$ cat config.mk
export PLATFORM = sky130hd
export DESIGN_NAME = add32_seq_arbiter
export DESIGN_NICKNAME = d
export VERILOG_FILES = /design/src/rtl/add32_seq_arbiter_pkg.sv /design/src/rtl/add32_seq_arbiter_add16.sv /design/src/rtl/add32_seq_arbiter.sv
export SDC_FILE = /design/constraint.sdc
export NUM_CORES = 1
export LEC_CHECK = 0
export CAP_MARGIN = 20
export CORE_UTILIZATION = 40
export DETAILED_ROUTE_END_ITERATION = 8
export PLACE_DENSITY = 0.74
export SLEW_MARGIN = 20
export SYNTH_ARGS = -nofsm -noshare
export SYNTH_HDL_FRONTEND = slang
export SYNTH_SLANG_ARGS = --single-unit
$ cat constraint.sdc
create_clock -name clk -period 5.5 [get_ports clk]
set_input_delay 1.1 -clock clk [delete_from_list [all_inputs] [get_ports clk]]
set_output_delay 1.1 -clock clk [all_outputs]
set_load 0.005 [all_outputs]
$ cat src/rtl/add32_seq_arbiter_pkg.sv
// Shared types and widths for the sequential 32-bit add arbiter.
package add32_seq_arbiter_pkg;

  localparam int unsigned HALF_W = 16;
  localparam int unsigned WORD_W = 32;

  typedef enum logic [1:0] {
    ST_IDLE = 2'd0,
    ST_LO   = 2'd1,
    ST_HI   = 2'd2,
    ST_RESP = 2'd3
  } state_t;

endpackage

$ cat src/rtl/add32_seq_arbiter_add16.sv
// 16-bit ripple adder slice with carry in/out.
module add16 (
  input  logic [15:0] a,
  input  logic [15:0] b,
  input  logic        cin,
  output logic [15:0] sum,
  output logic        cout
);

  // Plain 17-bit addition; carry lands in the top bit.
  always_comb begin
    {cout, sum} = {1'b0, a} + {1'b0, b} + {16'd0, cin};
  end

endmodule

$ cat src/rtl/add32_seq_arbiter.sv
// Round-robin arbiter sharing one add16 slice across NREQ requesters.
// Each grant performs a 32-bit add over two cycles (low half, then high half).
module add32_seq_arbiter
  import add32_seq_arbiter_pkg::*;
#(
  parameter int unsigned NREQ = 2,
  parameter int unsigned IDW  = 1
) (
  input  logic                   clk,
  input  logic                   rst,
  input  logic [NREQ-1:0]        req_valid,
  output logic [NREQ-1:0]        req_ready,
  input  logic [NREQ*WORD_W-1:0] req_a,
  input  logic [NREQ*WORD_W-1:0] req_b,
  output logic                   rsp_valid,
  input  logic                   rsp_ready,
  output logic [WORD_W-1:0]      rsp_sum,
  output logic                   rsp_cout,
  output logic [IDW-1:0]         rsp_id
);

  // Pointer reset value makes requester 0 the first candidate searched.
  localparam logic [IDW-1:0] LAST_RST = IDW'(NREQ - 1);

  state_t              state_q, state_d;
  logic [WORD_W-1:0]   a_q, a_d;
  logic [WORD_W-1:0]   b_q, b_d;
  logic [IDW-1:0]      id_q, id_d;
  logic [IDW-1:0]      last_q, last_d;
  logic [WORD_W-1:0]   sum_q, sum_d;
  logic                cout_q, cout_d;
  logic                carry_q, carry_d;

  logic [HALF_W-1:0]   add_a, add_b, add_sum;
  logic                add_cin, add_cout;
  logic [IDW-1:0]      grant;

  // First valid index after `last`, wrapping; nearest candidate wins.
  function automatic logic [IDW-1:0] rr_pick(input logic [NREQ-1:0] v,
                                             input logic [IDW-1:0]  last);
    logic [IDW-1:0] pick;
    int unsigned    idx;
    pick = '0;
    for (int unsigned k = NREQ; k > 0; k--) begin
      idx = (32'(last) + k) % NREQ;
      if (v[idx]) pick = IDW'(idx);
    end
    return pick;
  endfunction

  add16 u_add16 (
    .a    (add_a),
    .b    (add_b),
    .cin  (add_cin),
    .sum  (add_sum),
    .cout (add_cout)
  );

  // Half selection for the shared adder: low half in LO, high half otherwise.
  always_comb begin
    if (state_q == ST_LO) begin
      add_a   = a_q[HALF_W-1:0];
      add_b   = b_q[HALF_W-1:0];
      add_cin = 1'b0;
    end else begin
      add_a   = a_q[WORD_W-1:HALF_W];
      add_b   = b_q[WORD_W-1:HALF_W];
      add_cin = (state_q == ST_HI) ? carry_q : 1'b0;
    end
  end

  // Next-state, capture and grant strobe logic.
  always_comb begin
    state_d   = state_q;
    a_d       = a_q;
    b_d       = b_q;
    id_d      = id_q;
    last_d    = last_q;
    sum_d     = sum_q;
    cout_d    = cout_q;
    carry_d   = carry_q;
    req_ready = '0;
    grant     = rr_pick(req_valid, last_q);
    case (state_q)
      ST_IDLE: begin
        if (|req_valid) begin
          for (int unsigned i = 0; i < NREQ; i++) begin
            if (IDW'(i) == grant) begin
              req_ready[i] = 1'b1;
              a_d          = req_a[i*WORD_W +: WORD_W];
              b_d          = req_b[i*WORD_W +: WORD_W];
            end
          end
          id_d    = grant;
          state_d = ST_LO;
        end
      end
      ST_LO: begin
        sum_d[HALF_W-1:0] = add_sum;
        carry_d           = add_cout;
        state_d           = ST_HI;
      end
      ST_HI: begin
        sum_d[WORD_W-1:HALF_W] = add_sum;
        cout_d                 = add_cout;
        state_d                = ST_RESP;
      end
      ST_RESP: begin
        if (rsp_ready) begin
          last_d  = id_q;
          state_d = ST_IDLE;
        end
      end
      default: state_d = ST_IDLE;
    endcase
  end

  // State and datapath registers with synchronous reset.
  always_ff @(posedge clk) begin
    if (rst) begin
      state_q <= ST_IDLE;
      a_q     <= '0;
      b_q     <= '0;
      id_q    <= '0;
      last_q  <= LAST_RST;
      sum_q   <= '0;
      cout_q  <= 1'b0;
      carry_q <= 1'b0;
    end else begin
      state_q <= state_d;
      a_q     <= a_d;
      b_q     <= b_d;
      id_q    <= id_d;
      last_q  <= last_d;
      sum_q   <= sum_d;
      cout_q  <= cout_d;
      carry_q <= carry_d;
    end
  end

  assign rsp_valid = (state_q == ST_RESP);
  assign rsp_sum   = sum_q;
  assign rsp_cout  = cout_q;
  assign rsp_id    = id_q;

endmodule

==> flow_results.xml <==
<?xml version="1.0" encoding="UTF-8"?>
<metrics>
  <group name="outcome">
    <metric name="run_status" unit="">completed</metric>
  </group>
  <group name="detailed_routing">
    <metric name="drt_wl_total" unit="um">15900</metric>
    <metric name="firstDrtPassIters" unit="">6</metric>
    <metric name="maxUsedRoutingLayer" unit="">met4</metric>
    <metric name="avgRoutedWirePerCell" unit="um">18.0</metric>
    <metric name="route.layer.met1.wl" unit="um">6970</metric>
    <metric name="wl_met3" unit="um">845</metric>
    <metric name="first_iter_violations" unit="">474</metric>
    <metric name="detail_route.vias_per_cell" unit="">5.73</metric>
    <metric name="detailed_route_drc_error_count" unit="">0</metric>
    <metric name="dr_wl_met2" unit="um">7680</metric>
    <metric name="ant_nets" unit="">0</metric>
    <metric name="via_count" unit="">5072</metric>
  </group>
  <group name="sta">
    <metric name="slew_viol_final" unit="">0</metric>
    <metric name="setup_repair_after_global_routing_missed_its_margin" unit="">no</metric>
    <metric name="clock-skew-final" unit="ps">9.43</metric>
    <metric name="final-hold-violation-count" unit="">0</metric>
    <metric name="post-route-period-util" unit="">0.789</metric>
    <metric name="accumulated_negative_setup_slack" unit="ps">0</metric>
    <metric name="postLayoutSetupSlackWorst" unit="ps">1160</metric>
    <metric name="final.min_clock_period" unit="ps">4340</metric>
    <metric name="max_freq" unit="MHz">230</metric>
    <metric name="timing_worst_slew_pin_value" unit="ps">962</metric>
    <metric name="setup_violations" unit="">0</metric>
    <metric name="relSlewSlack" unit="">0.357</metric>
  </group>
  <group name="worst_setup_path">
    <metric name="worst_setup_path_start_kind" unit="">input pin</metric>
    <metric name="regToRegStartpoint" unit="">state_q[1]</metric>
    <metric name="worstSetupEndpoint" unit="">req_ready[0]</metric>
    <metric name="worst_reg2reg_path_endpoint" unit="">rsp_sum[14]</metric>
    <metric name="worst_path_required" unit="ps">4400</metric>
    <metric name="cp-startpoint" unit="">req_valid[0]</metric>
    <metric name="critical_path_class" unit="">in -&gt; out</metric>
    <metric name="worst_setup_path_end_kind" unit="">output port</metric>
    <metric name="arrival" unit="ps">3240</metric>
    <metric name="crit_path_max_fanout" unit="">42</metric>
    <metric name="r2r_setup_slack" unit="ps">1580</metric>
    <metric name="depth_of_the_most_critical_reg_to_reg_path" unit="">12</metric>
  </group>
  <group name="synth">
    <metric name="synth_async_sr_flop_share" unit="">0</metric>
    <metric name="netlist_area" unit="um2">5310</metric>
    <metric name="syn_avg_cell_area" unit="um2">9.22</metric>
    <metric name="synth.top_cells.by_area" unit="">dfxtp_1 38%, a222oi_1 7.7%, nor2_1 6.5%, mux2_2 6.4%, mux2i_1 5.7%</metric>
    <metric name="post_synth_inst_count" unit="">576</metric>
    <metric name="postSynthNetCount" unit="">731</metric>
    <metric name="synth_seq_area_share" unit="">0.384</metric>
    <metric name="synthMostInstantiatedCell" unit="">dfxtp_1</metric>
    <metric name="synth.top_cell.area_share" unit="">0.384</metric>
    <metric name="synthesis_warning_total" unit="">0</metric>
    <metric name="ys_top_cells_by_count" unit="">102 x dfxtp_1, 92 x nor2_1, 41 x a222oi_1</metric>
    <metric name="synth_edf_count" unit="">0</metric>
    <metric name="postSynthRegisterBits" unit="">102</metric>
    <metric name="netlist-cell-type-count" unit="">51</metric>
    <metric name="yosys.area.top_type" unit="">dfxtp_1</metric>
    <metric name="ys.flop_type" unit="">dfxtp_1</metric>
  </group>
  <group name="final_layout">
    <metric name="fin_nets" unit="">864</metric>
    <metric name="antenna-diode-count" unit="">0</metric>
    <metric name="total_non_filler_cell_area_in_the_finished_layout" unit="um2">7420</metric>
    <metric name="area_growth" unit="%">39.8</metric>
    <metric name="fillerInstances" unit="">1097</metric>
    <metric name="drive_above_1_share" unit="">0.0982</metric>
  </group>
  <group name="cts">
    <metric name="tritoncts" unit="">built</metric>
    <metric name="number_of_cts_inserted_buffers" unit="">9</metric>
    <metric name="hold_bufs_at_cts" unit="">0</metric>
    <metric name="cts_h_tree_lvls" unit="">3</metric>
    <metric name="worstSkewPairLatency" unit="ps">340</metric>
    <metric name="ctsResizeCount" unit="">0</metric>
    <metric name="cts.root.buffer_cell" unit="">clkbuf_16</metric>
    <metric name="post_cts_buffers" unit="">0</metric>
    <metric name="clock-sinks" unit="">102</metric>
    <metric name="cts_max_path_buffers" unit="">2</metric>
    <metric name="clkTransAtPathRegs" unit="ps">70</metric>
  </group>
  <group name="worst_hold_path">
    <metric name="min_path_cells" unit="">2</metric>
    <metric name="worstHoldPathType" unit="">reg -&gt; reg</metric>
  </group>
  <group name="global_route">
    <metric name="number_of_global_route_vias_before_repair" unit="">4952</metric>
    <metric name="grt_start_max_net_pins" unit="">58</metric>
    <metric name="antenna_found_initial" unit="">0</metric>
    <metric name="grt_usage" unit="">0.234</metric>
    <metric name="grt_remaining_overflow" unit="">0</metric>
    <metric name="grt_first_pass_wirelength" unit="um">24500</metric>
  </group>
  <group name="floorplanning">
    <metric name="core_area" unit="um2">12800</metric>
    <metric name="die_h" unit="um">117</metric>
    <metric name="core.rowCount" unit="">41</metric>
    <metric name="floorplan.initialDensity" unit="">0.416</metric>
    <metric name="floorplan.die_area" unit="um2">13700</metric>
    <metric name="io-pin-count" unit="">170</metric>
    <metric name="dieWidth" unit="um">117</metric>
  </group>
  <group name="pwr">
    <metric name="irDropWorstVdd" unit="uV">182</metric>
    <metric name="p_per_area" unit="nW/um2">472</metric>
    <metric name="power_leakage" unit="nW">2.80</metric>
    <metric name="total_power" unit="mW">3.51</metric>
  </group>
  <group name="placement">
    <metric name="dp.final_hpwl" unit="um">12000</metric>
    <metric name="preCtsSetupSlack" unit="ps">1200</metric>
    <metric name="placement.cell_area" unit="um2">7080</metric>
    <metric name="globalplace.congestion" unit="">0.856</metric>
    <metric name="placement.io_buffers" unit="">169</metric>
  </group>
  <group name="run">
    <metric name="cap_violations" unit="">0</metric>
  </group>
</metrics>
## per-layer routing
layer | vias up | global-route usage
met2 | 183 | 0.407
met4 | 0 | 0.0945
li1 | 2468 | -
met5 | - | 0
met1 | 2393 | 0.295
met3 | 28 | 0.0247
## logic make-up (layout without fill, tap and decap cells)
logic type | Yosys count | in the layout | synth area share
multiplexers | 60 | 60 | 0.120
buffers and inverters | 62 | 199 | 0.0476
XOR/XNOR | 5 | 5 | 0.00824
flip-flops | 102 | 102 | 0.384
adder cells (fa/ha/maj) | 22 | 22 | 0.0546
AO/OA/AOI/OAI | 163 | 163 | 0.255
AND/OR/NAND/NOR | 162 | 162 | 0.130
## worst min-delay path by stage
stage | startpoint | endpoint | slack (ps)
2_1_floorplan | last_q | last_q | 430
3_3_place_gp | rsp_sum[21] | rsp_sum[21] | 470
3_5_place_dp | rsp_sum[3] | rsp_sum[3] | 470
4_1_cts | rsp_sum[3] | rsp_sum[3] | 480
5_1_grt | rsp_sum[24] | rsp_sum[24] | 500
6_report | rsp_sum[3] | rsp_sum[3] | 470
## per-stage QoR
| stage | utilization | hold slack [ps] | cells |
|---|---|---|---|
| final | 0.581 | 473 | 885 |
| after floorplan | - | 434 | 576 |
| after CTS | 0.581 | 482 | 885 |
| after global routing | 0.581 | 502 | 885 |
| after global placement | 0.555 | 468 | 870 |
| after detailed placement | 0.555 | 473 | 870 |
## sequential cells by signal, summed over array words and instances (netlist names)
signal    flops
rsp_id        1
carry_q       1
b_q          32
rsp_cout      1
a_q          32
rsp_sum      32
state_q       2
last_q        1
## cell type report
class / instances / area, um2 / area share
sequential: 102 / 2040 / 0.275
clock buffer: 9 / 225 / 0.0303
inverter: 9 / 33.8 / 0.00455
tap: 172 / 215 / 0.0290
timing repair buffer: 175 / 1730 / 0.234
clock inverter: 6 / 116 / 0.0157
multi-input combinational: 412 / 3060 / 0.412
## worst max-delay path, cell delays in order
cell and delay (ps):
clkdlybuf4s50_1 610, a21boi_4 100, nor2_4 740, clkdlybuf4s50_1 660
## placed cells by master (no fill, tap or decap), types with 6 or more instances in the layout
cell type        instances
mux2_2                  30
o21ai_0                  9
a211oi_1                34
clkdlybuf4s50_1        168
nand2_1                 28
nand3_1                 14
ha_1                    19
a21o_1                   7
a222oi_1                41
mux2i_1                 30
o211ai_1                 6
dfxtp_1                102
nor2_1                  91
inv_1                    9
nor3_1                  11
a21oi_1                 19
buf_4                    7
clkbuf_16                9
## power by group
group | switching [mW] | internal [mW]
logic | 0.932 | 0.751
clock network | 0.283 | 0.447
registers | 0.135 | 0.958
Note: power is estimated with default switching activity, not from simulation.
